==> config.mk <==
export PLATFORM = sky130hd
export DESIGN_NAME = adder_arbiter_flat
export DESIGN_NICKNAME = d
export VERILOG_FILES = /design/src/rtl/adder_arbiter_if.sv /design/src/rtl/adder_arbiter.sv /design/src/flat_wrapper.sv
export SDC_FILE = /design/constraint.sdc
export NUM_CORES = 1
export LEC_CHECK = 0
export CORE_UTILIZATION = 45
export CTS_BUF_LIST = sky130_fd_sc_hd__clkbuf_8
export DETAILED_ROUTE_END_ITERATION = 10
export HOLD_SLACK_MARGIN = 0.06
export MAX_ROUTING_LAYER = met4
export PLACE_DENSITY_LB_ADDON = 0.2
export RECOVER_POWER = 25
export SLEW_MARGIN = 20
export SYNTH_ARGS = -nofsm -noshare
export SYNTH_HDL_FRONTEND = slang
export SYNTH_SLANG_ARGS = --single-unit
==> constraint.sdc <==
create_clock -name clk -period 7.86 [get_ports clk]
set_input_delay 0.786 -clock clk [delete_from_list [all_inputs] [get_ports clk]]
set_output_delay 0.786 -clock clk [all_outputs]
set_load 0.01 [all_outputs]
==> src/rtl/adder_arbiter_if.sv <==
// ============================================================================
// Module   : adder_arbiter_if
// Brief    : Request/response bundle between the requesters and the shared
//            adder arbiter. The op_count signal exists only when
//            ADDER_ARB_STATS_EN is defined.
// Revision : 1.0 - initial release
// ============================================================================
`default_nettype none

interface adder_arbiter_if #(
    parameter int W = 16,
    parameter int N = 4
);
    logic [N-1:0]   req_valid;
    logic [N-1:0]   req_last;
    logic [N*W-1:0] req_a;
    logic [N*W-1:0] req_b;
    logic [N-1:0]   req_ready;
    logic [N-1:0]   rsp_valid;
    logic [W-1:0]   rsp_sum;
    logic           rsp_cout;
    logic           locked;
`ifdef ADDER_ARB_STATS_EN
    logic [15:0]    op_count;

    modport master (
        output req_valid, req_last, req_a, req_b,
        input  req_ready, rsp_valid, rsp_sum, rsp_cout, locked, op_count
    );
    modport slave (
        input  req_valid, req_last, req_a, req_b,
        output req_ready, rsp_valid, rsp_sum, rsp_cout, locked, op_count
    );
`else
    modport master (
        output req_valid, req_last, req_a, req_b,
        input  req_ready, rsp_valid, rsp_sum, rsp_cout, locked
    );
    modport slave (
        input  req_valid, req_last, req_a, req_b,
        output req_ready, rsp_valid, rsp_sum, rsp_cout, locked
    );
`endif
endinterface

`default_nettype wire

==> src/rtl/adder_arbiter.sv <==
// ============================================================================
// Module   : adder_arbiter
// Brief    : Shares one W-bit carry-lookahead adder between N requesters with
//            round-robin grant, chained multi-word adds (carry forwarded
//            between words of one owner) and a one-cycle registered response.
//            Optional macro ADDER_ARB_STATS_EN adds a saturating accept counter
//            (op_count).
// Revision : 1.0 - initial release
// ============================================================================
`default_nettype none

module adder_arbiter #(
    parameter int W = 16,
    parameter int N = 4
) (
    input  logic            clk,
    input  logic            rst,
    adder_arbiter_if.slave  bus
);

    localparam int PW = $clog2(N);
    localparam int GS = 4;          // lookahead group size
    localparam int NG = W / GS;     // number of lookahead groups

    typedef enum logic [0:0] {
        ST_FREE   = 1'b0,
        ST_LOCKED = 1'b1
    } state_t;

    state_t         r_state, w_state_nxt;
    logic [PW-1:0]  r_owner, w_owner_nxt;
    logic [PW-1:0]  r_ptr, w_ptr_nxt;
    logic           r_carry, w_carry_nxt;

    logic [N-1:0]   w_grant;
    logic [PW-1:0]  w_sel;
    logic [PW-1:0]  w_idx;
    logic           w_found;
    logic           w_accept;

    logic [W-1:0]   w_op_a, w_op_b, w_sum;
    logic           w_cin, w_cout;
    logic [W-1:0]   w_g, w_p;
    logic [NG:0]    w_gc;

    logic [N-1:0]   r_rsp_valid;
    logic [W-1:0]   r_rsp_sum;
    logic           r_rsp_cout;

    // Grant: owner only while locked, otherwise first valid searching up from ptr
    always_comb begin
        w_grant = '0;
        w_sel   = '0;
        w_idx   = '0;
        w_found = 1'b0;
        if (r_state == ST_LOCKED) begin
            w_grant[r_owner] = 1'b1;
            w_sel            = r_owner;
        end else begin
            for (int k = 0; k < N; k++) begin
                w_idx = PW'((int'(r_ptr) + k) % N);
                if (!w_found && bus.req_valid[w_idx]) begin
                    w_grant[w_idx] = 1'b1;
                    w_sel          = w_idx;
                    w_found        = 1'b1;
                end
            end
        end
    end

    assign w_accept = |(bus.req_valid & w_grant);
    assign w_op_a   = bus.req_a[w_sel*W +: W];
    assign w_op_b   = bus.req_b[w_sel*W +: W];
    assign w_cin    = (r_state == ST_LOCKED) ? r_carry : 1'b0;

    // Carry-lookahead adder: 4-bit lookahead groups, group carries chained
    assign w_g     = w_op_a & w_op_b;
    assign w_p     = w_op_a ^ w_op_b;
    assign w_gc[0] = w_cin;

    for (genvar k = 0; k < NG; k++) begin : g_cla_grp
        logic [GS-1:0] w_gg, w_gp, w_car;
        assign w_gg     = w_g[k*GS +: GS];
        assign w_gp     = w_p[k*GS +: GS];
        assign w_car[0] = w_gc[k];
        assign w_car[1] = w_gg[0] | (w_gp[0] & w_gc[k]);
        assign w_car[2] = w_gg[1] | (w_gp[1] & w_gg[0]) | (&w_gp[1:0] & w_gc[k]);
        assign w_car[3] = w_gg[2] | (w_gp[2] & w_gg[1]) | (&w_gp[2:1] & w_gg[0])
                        | (&w_gp[2:0] & w_gc[k]);
        assign w_gc[k+1] = w_gg[3] | (w_gp[3] & w_gg[2]) | (&w_gp[3:2] & w_gg[1])
                         | (&w_gp[3:1] & w_gg[0]) | (&w_gp & w_gc[k]);
        assign w_sum[k*GS +: GS] = w_gp ^ w_car;
    end

    assign w_cout = w_gc[NG];

    // Next lock state, owner, round-robin pointer and forwarded carry
    always_comb begin
        w_state_nxt = r_state;
        w_owner_nxt = r_owner;
        w_ptr_nxt   = r_ptr;
        w_carry_nxt = r_carry;
        if (w_accept) begin
            w_ptr_nxt = PW'((int'(w_sel) + 1) % N);
            if (bus.req_last[w_sel]) begin
                w_state_nxt = ST_FREE;
                w_carry_nxt = 1'b0;
            end else begin
                w_state_nxt = ST_LOCKED;
                w_owner_nxt = w_sel;
                w_carry_nxt = w_cout;
            end
        end
    end

    // Control state register; reset abandons any chain in progress
    always_ff @(posedge clk or posedge rst) begin
        if (rst) begin
            r_state <= ST_FREE;
            r_owner <= '0;
            r_ptr   <= '0;
            r_carry <= 1'b0;
        end else begin
            r_state <= w_state_nxt;
            r_owner <= w_owner_nxt;
            r_ptr   <= w_ptr_nxt;
            r_carry <= w_carry_nxt;
        end
    end

    // Registered response: one-cycle valid pulse per accept, data held otherwise
    always_ff @(posedge clk or posedge rst) begin
        if (rst) begin
            r_rsp_valid <= '0;
            r_rsp_sum   <= '0;
            r_rsp_cout  <= 1'b0;
        end else begin
            r_rsp_valid <= w_accept ? w_grant : '0;
            if (w_accept) begin
                r_rsp_sum  <= w_sum;
                r_rsp_cout <= w_cout;
            end
        end
    end

    assign bus.req_ready = w_grant;
    assign bus.rsp_valid = r_rsp_valid;
    assign bus.rsp_sum   = r_rsp_sum;
    assign bus.rsp_cout  = r_rsp_cout;
    assign bus.locked    = (r_state == ST_LOCKED);

`ifdef ADDER_ARB_STATS_EN
    logic [15:0] r_op_count;

    // Saturating count of accepted operations
    always_ff @(posedge clk or posedge rst) begin
        if (rst) begin
            r_op_count <= '0;
        end else if (w_accept && (r_op_count != 16'hFFFF)) begin
            r_op_count <= r_op_count + 16'd1;
        end
    end

    assign bus.op_count = r_op_count;
`endif

endmodule

`default_nettype wire

==> src/flat_wrapper.sv <==
// flat-port wrapper written by rule: the top's interface ports become plain ports
module adder_arbiter_flat 
#(
    parameter int W = 16,
    parameter int N = 4
)
  (clk, rst, bus_req_valid, bus_req_last, bus_req_a, bus_req_b, bus_req_ready, bus_rsp_valid, bus_rsp_sum, bus_rsp_cout, bus_locked);
  adder_arbiter_if #(.W(W), .N(N)) bus_i ();
  input  logic clk;
  input  logic rst;
  input wire logic [$bits(bus_i.req_valid)-1:0] bus_req_valid;
  input wire logic [$bits(bus_i.req_last)-1:0] bus_req_last;
  input wire logic [$bits(bus_i.req_a)-1:0] bus_req_a;
  input wire logic [$bits(bus_i.req_b)-1:0] bus_req_b;
  output wire logic [$bits(bus_i.req_ready)-1:0] bus_req_ready;
  output wire logic [$bits(bus_i.rsp_valid)-1:0] bus_rsp_valid;
  output wire logic [$bits(bus_i.rsp_sum)-1:0] bus_rsp_sum;
  output wire logic [$bits(bus_i.rsp_cout)-1:0] bus_rsp_cout;
  output wire logic [$bits(bus_i.locked)-1:0] bus_locked;
  assign bus_i.req_valid = bus_req_valid;
  assign bus_i.req_last = bus_req_last;
  assign bus_i.req_a = bus_req_a;
  assign bus_i.req_b = bus_req_b;
  assign bus_req_ready = bus_i.req_ready;
  assign bus_rsp_valid = bus_i.rsp_valid;
  assign bus_rsp_sum = bus_i.rsp_sum;
  assign bus_rsp_cout = bus_i.rsp_cout;
  assign bus_locked = bus_i.locked;
  adder_arbiter #(.W(W), .N(N)) u_core (.clk(clk), .rst(rst), .bus(bus_i));
endmodule
Yosys cells after proc, flatten, opt, wreduce, memory -nomap -nowiden:

Cells that the tools add are included.

* add/sub/neg operators: 4
* muxes and demuxes: 43
* shifts and indexed selects: 2
* $lt $le $gt $ge: 11
* bitwise logic cells: 91
* reduce and logical (&&, ||, !) cells: 37

Operator list (count)
* indexed part select 64 x 7 -> 16 bit: 2
* AND 1 bit: 40
* bitwise OR 1 bit: 40
* 2-to-1 mux 4 bit: 9
* AND reduction 2 bit: 13
* AND reduction 3 bit: 8
* 2-to-1 mux 1 bit: 19
* less-than comparator 2 x 3 -> 1 bit (second input constant): 6
* AND 16 bit: 1
* AND reduction 4 bit: 4
* bitwise XOR 16 bit: 1
* bitwise XOR 4 bit: 4
* bitwise OR 4 bit: 3
* binary-select mux 1 bit (select 2 bit): 5
* demux 1 bit (select 2 bit): 5
* greater-or-equal comparator 2 x 1 -> 1 bit (second input constant): 5
* 2-to-1 mux 2 bit: 5
* logical AND 1 bit: 8
* adder 2 x 1 -> 2 bit (second input constant): 2
* adder 2 bit (second input constant): 2
* AND 4 bit: 1
* OR reduction 4 bit: 1
* logical NOT 1 bit: 3
* NOT 1 bit: 1

* bits in registers: 27
* logic and storage cells: 195

Longest topological paths before layout:

Gate-level depths: netlist of run 1.

* word-level depth: 30
* depth in mapped cells: 24

Least setup slack after synthesis of run 1:

No wires, ideal clock.

* kind: register to register
* start: reg u_core.r_ptr[0]
* end: reg u_core.r_rsp_sum[13], in the netlist u_core.bus.rsp_sum[13]
* path buffers: 3
* setup time: 77 ps
* data arrival time: 4935 ps
* stages on the path, launching flop included: 22
* path slack: 2847 ps
* data required time: 7783 ps
* cells stage by stage: dfrtp_1 > buf_6 > inv_1 > ha_1 > buf_2 > mux2_2 > a211oi_1 > o311ai_2 > nand2_1 > buf_2 > mux4_2 > ha_1 > nand4_1 > a21boi_0 > a41oi_1 > o21ai_0 > a31oi_1 > nor2_1 > nor2_1 > fa_1 > xor2_1 > a21oi_1

* word-level cells in the longest chain between the ends: 30

Ends and longest elaborated chain
* from (decl): RTL line adder_arbiter.sv:32 `logic [PW-1:0] r_ptr, w_ptr_nxt;`
* from (signal assigned): RTL line adder_arbiter.sv:126 `r_ptr <= w_ptr_nxt;`
* binary-select mux 1 bit (select 2 bit): RTL line adder_arbiter.sv:62 `if (!w_found && bus.req_valid[w_idx]) begin`
* 2-to-1 mux 1 bit (not written as such): RTL line adder_arbiter.sv:62
* 2-to-1 mux 1 bit: RTL line adder_arbiter.sv:62
* 2-to-1 mux 1 bit: RTL line adder_arbiter.sv:56 `if (r_state == ST_LOCKED) begin`
* logical NOT 1 bit: RTL line adder_arbiter.sv:62
* logical AND 1 bit: RTL line adder_arbiter.sv:62
* 2-to-1 mux 1 bit: RTL line adder_arbiter.sv:62
* 2-to-1 mux 1 bit: RTL line adder_arbiter.sv:56
* [13 not listed]
* bitwise OR 1 bit (2 in series): RTL line adder_arbiter.sv:91 `| (&w_gp[3:1] & w_gg[0]) | (&w_gp & w_gc[k]);`
* AND 1 bit: RTL line adder_arbiter.sv:91
* bitwise OR 1 bit: RTL line adder_arbiter.sv:91
* AND 1 bit: RTL line adder_arbiter.sv:91
* bitwise OR 1 bit: RTL line adder_arbiter.sv:91
* AND 1 bit: RTL line adder_arbiter.sv:86 `assign w_car[1] = w_gg[0] | (w_gp[0] & w_gc[k]);`
* bitwise OR 1 bit: RTL line adder_arbiter.sv:86
* bitwise XOR 4 bit: RTL line adder_arbiter.sv:92 `assign w_sum[k*GS +: GS] = w_gp ^ w_car;`
* to (signal assigned): RTL line adder_arbiter.sv:140 `r_rsp_sum <= w_sum;`
* to (decl): RTL line adder_arbiter.sv:47 `logic [W-1:0] r_rsp_sum;`

Parallel ways exist; a longest one is shown, timed or not. The select of a mux whose other input is x is not followed.
A chain may end at the register's enable or synchronous reset.

Worst setup path in the final report of run 1:

Same ends and word-level chain as after synthesis.

==> results.md, run 1 <==
* Outcome: finished clean
* Number of synthesized flops with an enable pin at 0
* Post-synth ARST share at between 90% and 100%
* Sequential element share of the synthesized area at between 20% and 30%
* Gr usage total at between 20% and 30%
* Finished Cell Area at 0.00480 mm^2
* Crit path top cell by count: nor2_1
* Initial drt markers at ~150
* H-tree levels at 1
* Placed Cells incl. Taps at about 550
* Layout cells sized above 1 at around 11%
* Clock-pin slew on the worst setup and hold paths at ~0.1 ns
* First-pass detailed-route iteration total at 4
* Crit path DAT at roughly 6.5 ns
* Min-Delay Path Class: flop to flop
* Worst IR drop on VDD at between 0.0002 and 0.0003 V
* Routed len/inst at around 17 um
* Global-route wire length before repair at 14700 um
* R2r worst-path depth at 18
* Ports at 164
* Die area at between 0.007 and 0.008 mm^2
* Worst reg2reg path endpoint: u_core.bus.rsp_sum[13]
* Largest net degree at the start of global routing at 43
* Synth Warn # at 0
* Layout Utilization at just over 70%
* Die W at 85.5 um
* Final Hold Viols at 0
* Layout Nets at 639
* Crit end category: flop
* Hold Path Origin: u_core.bus.rsp_sum[14]
* Commonest non-fill, non-tap cell in the layout: clkdlybuf4s50_1
* Cells along the critical path: inv_1 > ha_1 > nor3b_1 > nor2_1 > o311ai_2 > and2_2 > mux4_2 > ha_1 > nand4_1 > a21boi_0 > a41oi_1 > o21ai_0 > a31oi_1 > nor2_1 > nor2_1 > fa_1 > xor2_1 > a21oi_1
* Hold buffers post-CTS at 0
* TritonCTS Sinks at 27
* Hold depth at 1
* Slew @ Worst Pin at about 1.1 ns
* Post-route DRC violation count at 0
* Post-cts sizing count at 0
* Post-route ant nets at 0
* Detailed-route via count at around 3200
* FF-to-FF setup slack at roughly 1.6 ns
* CTS tree: yes
* Final Setup Violations at 0
* CTS Buffer Depth at 2
* Leading cell types in the layout, fill and taps excluded: 162 x clkdlybuf4s50_1, 35 x a21oi_1, 34 x nand2_1
* Total gr overflow at 0
* CP Launch Type: flop
* Vias/cell at 5.80
* FMAX at 0.159 GHz
* Synthesized flop and latch total at 27
* Initial Util at between 40% and 50%
* CTS buffer count at 3
* Multi-input logic area at approximately 0.0023 mm^2
* Core Region at just under 0.007 mm^2
* Std-Cell Rows at 30
* Worst r2r src: u_core.r_ptr[0]
* Final worst-path cycle share at 80.1%
* Largest stage delay on the critical path at around 0.82 ns
* Post-CTS setup buffers at 0
* Yosys cell types at between 50 and 60
* Worst Hold Path EP: u_core.bus.rsp_sum[14]
* N_diodes at 0
* PortBufs at 163
* Die height at around 85 um
* Mapped Cells at 328
* Syn_nets at 490
* Layout fillers at about 530
* Clock root cell: clkbuf_8
* Setup TNS Final at 0 ns
* Place WS at approximately 1.4 ns
* Placer Congestion at roughly 0.85
* Area delta synth->final at 53.0%
* Max-cap viol count at 0
* RSZ-0062 raised after global routing: false
* Worst Skew at between 0.002 and 0.0025 ns
* Worst path required time at 8.05 ns
* Synth Flop Type: dfrtp_1
* Min Tclk post-route at roughly 6.3 ns
* Final non-filler cell total at between 500 and 600
* DPL Wire Length at 7710 um
* Max_slew headroom at between 20 and 30%
* Max-slew violation count at 0
* Placed Area at between 0.004 and 0.005 mm^2
* Reg area at approximately 680 um^2
* P_leak at between 1.5 and 2 nW
* Critical Path Fanout Max at 35
* Avg Inst Size Synth at around 9.6 um^2
* Final WS setup at around 1.6 ns
* Worst-Skew Late Latency at between 0.2 and 0.3 ns
* Critical path class: flop to flop
* Synthesized area at 0.00314 mm^2
* Slowest CP cell: and2_2
* Antenna violations before repair at 0
* Pwr per Cell Area at between 500 and 600 mW/mm^2
* WL final at 9420 um
* Vias in the first global route at approximately 3100
==> power by group <==
| group | switching, W | internal [W] |
|---|---|---|
| clock | 0.0000488 | 0.0000357 |
| sequential | 0.0000651 | 0.000223 |
| combinational | 0.00114 | 0.00109 |
| total | 0.00125 | 0.00135 |
==> sequential cells by signal, indices dropped and copies added (netlist names) <==
register              cells
u_core.bus.rsp_sum       16
u_core.bus.rsp_valid      4
u_core.r_ptr              2
u_core.bus.locked         1
u_core.r_owner            2
u_core.bus.rsp_cout       1
u_core.r_carry            1
==> cell type report <==
class                           count  share of cell area, %
Timing Repair Buffer              166                   34.5
Multi-Input combinational cell    263                   47.1
Sequential cell                    27                   14.1
Tap cell                           80                   2.09
Clock inverter                      1                  0.104
Clock buffer                        3                  0.860
Inverter                           16                   1.25
==> cell usage after synthesis, types with 7 or more instances <==
master | n | area [um^2]
nand2_1 | 34 | 128
o21ai_0 | 7 | 35.0
a21oi_1 | 35 | 175
buf_2 | 12 | 60.1
ha_1 | 20 | 250
mux4_2 | 29 | 653
dfrtp_1 | 27 | 676
nor2_1 | 32 | 120
inv_1 | 16 | 60.1
==> cells by family after synthesis <==
group	synth area share (%)
AO/OA/AOI/OAI	17.3
multiplexers	25.2
adder cells (fa/ha/maj)	10.5
buffers and inverters	6.34
flip-flops	21.5
AND/OR/NAND/NOR	16.0
XOR/XNOR	3.07
==> metrics by stage <==
stage	total power [W]	hold slack, ns
2_1_floorplan	0.00198	0.516
3_3_place_gp	0.00244	0.500
3_5_place_dp	0.00251	0.502
4_1_cts	0.00260	0.530
5_1_grt	0.00285	0.545
6_report	0.00260	0.521
==> how the worst max path moves through the flow <==
stage | from | end | slack, ns | depth (start not counted)
2_1_floorplan | u_core.r_ptr[0] | u_core.bus.rsp_sum[13] | 2.85 | 21
3_3_place_gp | bus_req_valid[3] | u_core.bus.rsp_sum[13] | 1.67 | 17
3_5_place_dp | bus_req_valid[3] | u_core.bus.rsp_sum[13] | 1.40 | 17
4_1_cts | u_core.r_ptr[0] | u_core.bus.rsp_sum[13] | 1.58 | 18
5_1_grt | u_core.r_ptr[0] | u_core.bus.rsp_sum[13] | 0.93 | 18
6_report | u_core.r_ptr[0] | u_core.bus.rsp_sum[13] | 1.56 | 18
==> layer usage <==
layer | GRT usage, % | part of all wire, % | up-vias | routed length, um
met5 | - | 0 | - | 0
met2 | 46.2 | 52 | 152 | 4890
met1 | 32.1 | 39 | 1539 | 3700
met4 | 8.03 | 1.6 | 0 | 155
met3 | 2.63 | 7.1 | 14 | 671
li1 | - | - | 1518 | -
==> critical path, delay by kind of cell (launching register included) <==
kind / cells / cell delay [ns]
muxes: 1 / 0.61
DFF: 1 / 0.63
xor gates and xnor gates: 1 / 0.17
adders and majority gates: 3 / 1.21
buffers and inverters: 1 / 0.19
AOI/OAI and AO/OA: 6 / 1.74
and+or+nand+nor: 6 / 1.61
No activity file was read; power rests on OpenSTA's default activity.
==> run 2: changes to the inputs <==
--- a/config.mk
+++ b/config.mk
@@ -5,7 +5,7 @@
 export SDC_FILE = /design/constraint.sdc
 export NUM_CORES = 1
 export LEC_CHECK = 0
-export CORE_UTILIZATION = 45
+export CORE_UTILIZATION = 41
 export CTS_BUF_LIST = sky130_fd_sc_hd__clkbuf_8
 export DETAILED_ROUTE_END_ITERATION = 10
 export HOLD_SLACK_MARGIN = 0.06
==> constraint.sdc (replaced) <==
create_clock -name clk -period 6.02 [get_ports clk]
set_input_delay 0.602 -clock clk [delete_from_list [all_inputs] [get_ports clk]]
set_output_delay 0.602 -clock clk [all_outputs]
set_load 0.01 [all_outputs]
==> results.md, run 2 (synthesis gave the netlist of run 1 again) <==
* Outcome: finished clean
* Clock root cell: clkbuf_8
* Ports at 164 (unchanged)
* Die height at 89.5 um (+4.7%)
* N_diodes at 0 (unchanged)
* RSZ-0062 raised after global routing: false
* Antenna violations before repair at 0 (unchanged)
* Max_slew headroom at 28.2% (-0.25 points)
* Initial Util at 42.8% (-3.6 points)
* Critical path class: flop to flop
* Clock-pin slew on the worst setup and hold paths at 0.10 ns (about the same)
* First-pass detailed-route iteration total at 4 (unchanged)
* P_leak at 1.95 nW (+1.3%)
* Reg power frac at 10.6% (-0.5 points)
* Critical path's top delay family: compound AO/OA/AOI/OAI gates
* Std-Cell Rows at 31 (+3.3%)
* Commonest non-fill, non-tap cell in the layout: clkdlybuf4s50_1
* M1 wire length at 3970 um (+7.4%)
* Core Region at 0.00733 mm^2 (+8.5%)
* Max-cap viol count at 0 (unchanged)
* Layout Nets at 645 (+0.94%)
* Final non-filler cell total at 581 (+4.5%)
* Combinational Power Share at 86.2% (+0.5 points)
* Final worst-path cycle share at 91.6% (+11 points)
* Die W at 89.5 um (+4.7%)
* Routed met3 length at 638 um (-4.9%)
* Worst Skew at 0.00195 ns (-0.000268 ns)
* Vias/cell at 5.50 (-5.1%)
* PortBufs at 163 (unchanged)
* Max layer used: met4
* Max-slew violation count at 0 (unchanged)
* Initial drt markers at 200 (+32%)
* Cells along the critical path: inv_1 > ha_1 > or3b_1 > a2111o_1 > a21oi_1 > o31a_1 > buf_4 > mux4_2 > ha_1 > a21boi_0 > a41oi_1 > o21ai_1 > a31oi_1 > nor2_1 > nor2_1 > fa_1 > xor2_1 > a21oi_1
* WL final at 9590 um (+1.8%)
* CP Launch Type: flop
* Slew @ Worst Pin at 1.08 ns (+0.00515 ns)
* Placed Cells incl. Taps at 577 (+4.5%)
* Critical path buffers and inverters at 2 (+1)
* Gr usage total at 24.8% (-1.6 points)
* Post-route DRC violation count at 0 (unchanged)
* Final Setup Violations at 0 (unchanged)
* Layout fillers at 567 (+8.0%)
* Min Tclk post-route at 5.51 ns (-0.785 ns)
* Crit end category: flop
* CTS buffer count at 3 (unchanged)
* Worst-Skew Late Latency at 0.28 ns (about the same)
* Detailed-route via count at 3195 (-0.87%)
* Global-route wire length before repair at 14700 um (-0.14%)
* Worst IR drop on VDD at 0.000476 V (+64%)
* Placer Congestion at 0.874 (+2.9%)
* Setup TNS Final at 0 ns (unchanged)
* Critical Path Fanout Max at 15 (-57%)
* Net Sw Power at 0.00162 W (+29%)
* Leading cell types in the layout, fill and taps excluded: 162 x clkdlybuf4s50_1, 35 x a21oi_1, 34 x nand2_1
* Pwr per Cell Area at 698 mW/mm^2 (+29%)
* Worst path required time at 6.22 ns (-1.83 ns)
* Vias in the first global route at 3101 (-1.5%)
* Layout Utilization at 66.4% (-4.6 points)
* Total gr overflow at 0 (unchanged)
* FMAX at 0.181 GHz (+14%)
* Max FFs per register at 16 (unchanged)
* Largest stage delay on the critical path at 0.52 ns (-0.30 ns)
* Post-route ant nets at 0 (unchanged)
* P_int at 0.00178 W (+32%)
* Largest net degree at the start of global routing at 28 (-35%)
* Area delta synth->final at 55.3%
* Min-Delay Path Class: flop to flop
* Metal2 WL at 4830 um (-1.2%)
* Die area at 0.00800 mm^2 (+9.5%)
* DPL Wire Length at 7950 um (+3.1%)
* CTS Buffer Depth at 2 (unchanged)
* TritonCTS Sinks at 27 (unchanged)
* Routed len/inst at 16.5 um (-2.6%)
* Post-CTS setup buffers at 0 (unchanged)
* H-tree levels at 1 (unchanged)
* Slowest CP cell: dfrtp_1
* CTS tree: yes
* Layout cells sized above 1 at 12.2% (+1.1 points)
* Sw frac at 47.5% (-0.68 points)
* Clock share of power at 3.3% (about the same)
* Crit path DAT at 5.71 ns (-0.78 ns)
* Final Hold Viols at 0 (unchanged)
==> run 2: cell types whose count changed in the layout (fill, tap and decap cells not counted), sizes merged <==
cell / previous run / this run
buf: 3 / 9
clkinv: 1 / 0
clkinvlp: 0 / 1
==> run 2: repair_timing <==
action,CTS,global route
hold endpoints to repair,0,0
setup endpoints to repair,0,2
hold buffers,0,0
gates resized for setup,0,1
==> run 2: metal layers <==
layer	GRT usage, %	up-vias
met3	3.88	14
met4	5.92	0
li1	-	1535
met5	-	-
met1	31.4	1497
met2	41.6	149
==> run 2: metrics by stage <==
step	hold WS (ns)	setup slack [ns]	total power [W]	instance area, um^2
global route	0.545	0.0258	0.00376	4870
global placement	0.493	0.571	0.00323	4820
CTS	0.529	0.403	0.00341	4870
floorplan	0.516	1.01	0.00259	3140
detailed placement	0.503	0.383	0.00329	4820
finish	0.527	0.506	0.00340	4870
==> run 2: power groups by stage <==
stage	clock, W	combinational (W)	sequential, W
floorplan	0	0.00221	0.000375
global placement	0	0.00287	0.000361
detailed placement	0	0.00292	0.000362
CTS	0.000113	0.00294	0.000360
global route	0.000118	0.00327	0.000373
finish	0.000111	0.00293	0.000359
==> run 2: worst register-to-register path: cells and delay by family (launching register included) <==
| kind | cells | cell delay (ns) |
|---|---|---|
| buffers and inverters | 2 | 0.42 |
| adder cells (fa/ha/maj) | 3 | 1.13 |
| AO/OA/AOI/OAI | 8 | 2.29 |
| AND/OR/NAND/NOR | 3 | 0.60 |
| XOR/XNOR | 1 | 0.17 |
| flip-flops | 1 | 0.52 |
| multiplexers | 1 | 0.32 |
==> run 2: final cells by class <==
type | instances | area [um^2] | area share [%]
multi-input cells | 263 | 2260 | 46.5
repair buffers | 172 | 1700 | 34.9
flip-flops and latches | 27 | 676 | 13.9
well taps | 99 | 124 | 2.54
inverters | 16 | 60.1 | 1.23
clock buffers | 3 | 41.3 | 0.848
clock inverters | 1 | 7.51 | 0.154
==> run 2: path summary, 6_finish.rpt <==
path                                           to  slack (ns)                 from  depth (start not counted)
setup reg to reg           u_core.bus.rsp_sum[13]        0.51      u_core.r_ptr[1]                         18
max in group asynchronous          u_core.r_carry        4.35                  rst                          2
hold reg to reg               u_core.bus.rsp_cout        0.53  u_core.bus.rsp_cout                          1
setup / recovery           u_core.bus.rsp_sum[13]        0.51      u_core.r_ptr[1]                         18
hold / removal                u_core.bus.rsp_cout        0.53  u_core.bus.rsp_cout                          1
min in group asynchronous  u_core.bus.rsp_sum[10]        1.02                  rst                          2
==> run 3: changes to the inputs <==
--- a/config.mk
+++ b/config.mk
@@ -5,13 +5,15 @@
 export SDC_FILE = /design/constraint.sdc
 export NUM_CORES = 1
 export LEC_CHECK = 0
-export CORE_UTILIZATION = 41
+export CELL_PAD_IN_SITES_DETAIL_PLACEMENT = 1
+export CELL_PAD_IN_SITES_GLOBAL_PLACEMENT = 1
+export CORE_UTILIZATION = 30
 export CTS_BUF_LIST = sky130_fd_sc_hd__clkbuf_8
 export DETAILED_ROUTE_END_ITERATION = 10
 export HOLD_SLACK_MARGIN = 0.06
 export MAX_ROUTING_LAYER = met4
 export PLACE_DENSITY_LB_ADDON = 0.2
-export RECOVER_POWER = 25
+export RECOVER_POWER = 50
 export SLEW_MARGIN = 20
 export SYNTH_ARGS = -nofsm -noshare
 export SYNTH_HDL_FRONTEND = slang
==> results.md, run 3 (synthesis gave the netlist of run 1 again) <==
* Pwr per Cell Area at 711 mW/mm^2 (+1.9%)
* Min Tclk post-route at 5.52 ns (+0.00189 ns)
* Die W at 104 um (+17%)
* Std-Cell Rows at 36 (+16%)
* R2r worst-path depth at 18 (unchanged)
* FMAX at 0.181 GHz (about the same)
* Critical Path Fanout Max at 13 (-2)
* Critical path class: flop to flop
* RSZ-0062 raised after global routing: false
* H-tree levels at 1 (unchanged)
* Gr usage total at 22.2% (-2.6 points)
* Worst path required time at 6.24 ns (+0.02 ns)
* Ports at 164 (unchanged)
* Die area at 0.0109 mm^2 (+36%)
* FF-to-FF setup slack at 0.50 ns (about the same)
* Initial drt markers at 92 (-54%)
* Max-slew violation count at 0 (unchanged)
* Combinational Power Share at 86.2% (about the same)
* Layout fillers at 1123 (+98%)
* Final worst-path cycle share at 91.6% (about the same)
* Vias/cell at 5.25 (-4.5%)
* CTS Buffer Depth at 2 (unchanged)
* Sw frac at 48.9% (+1.3 points)
* Post-route ant nets at 0 (unchanged)
* Final Hold Viols at 0 (unchanged)
* CTS tree: yes
* Layout cells sized above 1 at 12.8% (+0.60 points)
* Slew @ Worst Pin at 1.07 ns (-0.00162 ns)
* Routed len/inst at 18.6 um (+13%)
* PortBufs at 163 (unchanged)
* Post-cts sizing count at 0 (unchanged)
* Antenna violations before repair at 0 (unchanged)
* Global-route wire length before repair at 18500 um (+26%)
* First-pass detailed-route iteration total at 4 (unchanged)
* P_leak at 1.97 nW (+1.2%)
* Clock share of power at 3.3% (about the same)
* Worst IR drop on VDD at 0.000358 V (-25%)
* Largest net degree at the start of global routing at 28 (unchanged)
* Worst-Skew Late Latency at 0.28 ns (about the same)
* Worst reg2reg path endpoint: u_core.bus.rsp_sum[12]
* CTS buffer count at 3 (unchanged)
* Final Setup Violations at 0 (unchanged)
* Post-CTS setup buffers at 0 (unchanged)
* Outcome: finished clean
* Commonest non-fill, non-tap cell in the layout: clkdlybuf4s50_1
* Hold slack at 0.518 ns (-0.00841 ns)
* Hold Path Origin: u_core.bus.rsp_cout
* Core Region at 0.00995 mm^2 (+36%)
* P_int at 0.00179 W (+0.41%)
* Max_slew headroom at 28.3% (+0.11 points)
* Initial Util at 31.5% (-11 points)
* Vias in the first global route at 3541 (+14%)
* Max FFs per register at 16 (unchanged)
* Post-route DRC violation count at 0 (unchanged)
* Worst Skew at 0.00201 ns (+0.0000632 ns)
* N_diodes at 0 (unchanged)
* CP Launch Type: flop
* Net Sw Power at 0.00171 W (+6.0%)
* Total power at 0.00350 W (+3.1%)
* Clock root cell: clkbuf_8
* Detailed-route via count at 3234 (+1.2%)
* Crit end category: flop
* Total gr overflow at 0 (unchanged)
* Reg power frac at 10.5% (about the same)
* Hold buffers post-CTS at 0 (unchanged)
* CP startpoint: u_core.r_ptr[1]
* DPL Wire Length at 9720 um (+22%)
* Min-Delay Path Class: flop to flop
* TritonCTS Sinks at 27 (unchanged)
* Clock-pin slew on the worst setup and hold paths at 0.11 ns (about the same)
* Leading cell types in the layout, fill and taps excluded: 149 x clkdlybuf4s50_1, 35 x a21oi_1, 34 x nand2_1
* Layout Nets at 646 (+0.16%)
* WL final at 11500 um (+20%)
* Critical path endpoint: u_core.bus.rsp_sum[12]
* Max-cap viol count at 0 (unchanged)
* Area delta synth->final at 57.1%
* Setup TNS Final at 0 ns (unchanged)
* Crit path DAT at 5.73 ns (+0.02 ns)
* Worst r2r src: u_core.r_ptr[1]
* Placer Congestion at 0.891 (+2.0%)
* Die height at 104 um (+17%)
run 3: cell type report:
cell class	count	area [um^2]	share of cell area, %
inverter	16	60.1	1.22
clock buffer	3	41.3	0.838
sequential	27	676	13.7
multi-input combinational	263	2270	46.0
timing repair buffer	173	1710	34.6
clock inverter	1	8.76	0.178
tap	133	166	3.38
run 3: routing by layer:
layer / GRT usage [%] / vias to the layer above / part of all wire, %
met5: - / - / 0
met4: 2.14 / 0 / 0.31
met3: 2.69 / 4 / 4.1
met2: 40.0 / 107 / 53
met1: 27.5 / 1592 / 43
li1: - / 1531 / -
run 3: metrics by stage:
step                      util (%)  setup slack, ns  instances  instance area [um^2]
after floorplan                  -             1.01        328                  3140
after global placement        48.9            0.496        612                  4870
after detailed placement      48.9            0.240        612                  4870
after CTS                     49.4            0.374        616                  4920
after global routing          49.5           0.0478        616                  4930
final                         49.5            0.505        616                  4930
run 3: worst min-delay path by stage:
stage | to | slack [ns] | depth (start not counted)
2_1_floorplan | u_core.r_carry | 0.52 | 2
6_report | u_core.bus.rsp_cout | 0.52 | 1
3_5_place_dp | u_core.bus.rsp_sum[14] | 0.51 | 1
3_3_place_gp | u_core.bus.rsp_cout | 0.50 | 1
4_1_cts | u_core.bus.rsp_cout | 0.53 | 1
5_1_grt | u_core.bus.rsp_sum[14] | 0.55 | 1
run 3: power by group through the flow:
| stage | registers (W) | logic [W] | clock network (W) |
|---|---|---|---|
| floorplan | 0.000375 | 0.00221 | 0 |
| global placement | 0.000368 | 0.00296 | 0 |
| detailed placement | 0.000372 | 0.00305 | 0 |
| CTS | 0.000370 | 0.00306 | 0.000121 |
| global route | 0.000382 | 0.00335 | 0.000126 |
| finish | 0.000368 | 0.00302 | 0.000117 |
run 3: critical path, stage by stage, from the launching register on:
cell	delay, ns
dfrtp_1	0.55
inv_1	0.16
ha_1	0.46
or3b_1	0.43
a2111o_1	0.50
a21oi_1	0.25
o31a_2	0.26
buf_4	0.23
mux4_2	0.34
ha_1	0.37
a21oi_1	0.14
o21ai_0	0.09
a41oi_1	0.36
o21ai_0	0.25
a31oi_1	0.30
nor2_1	0.07
nor2_1	0.13
fa_1	0.44
a21oi_1	0.13
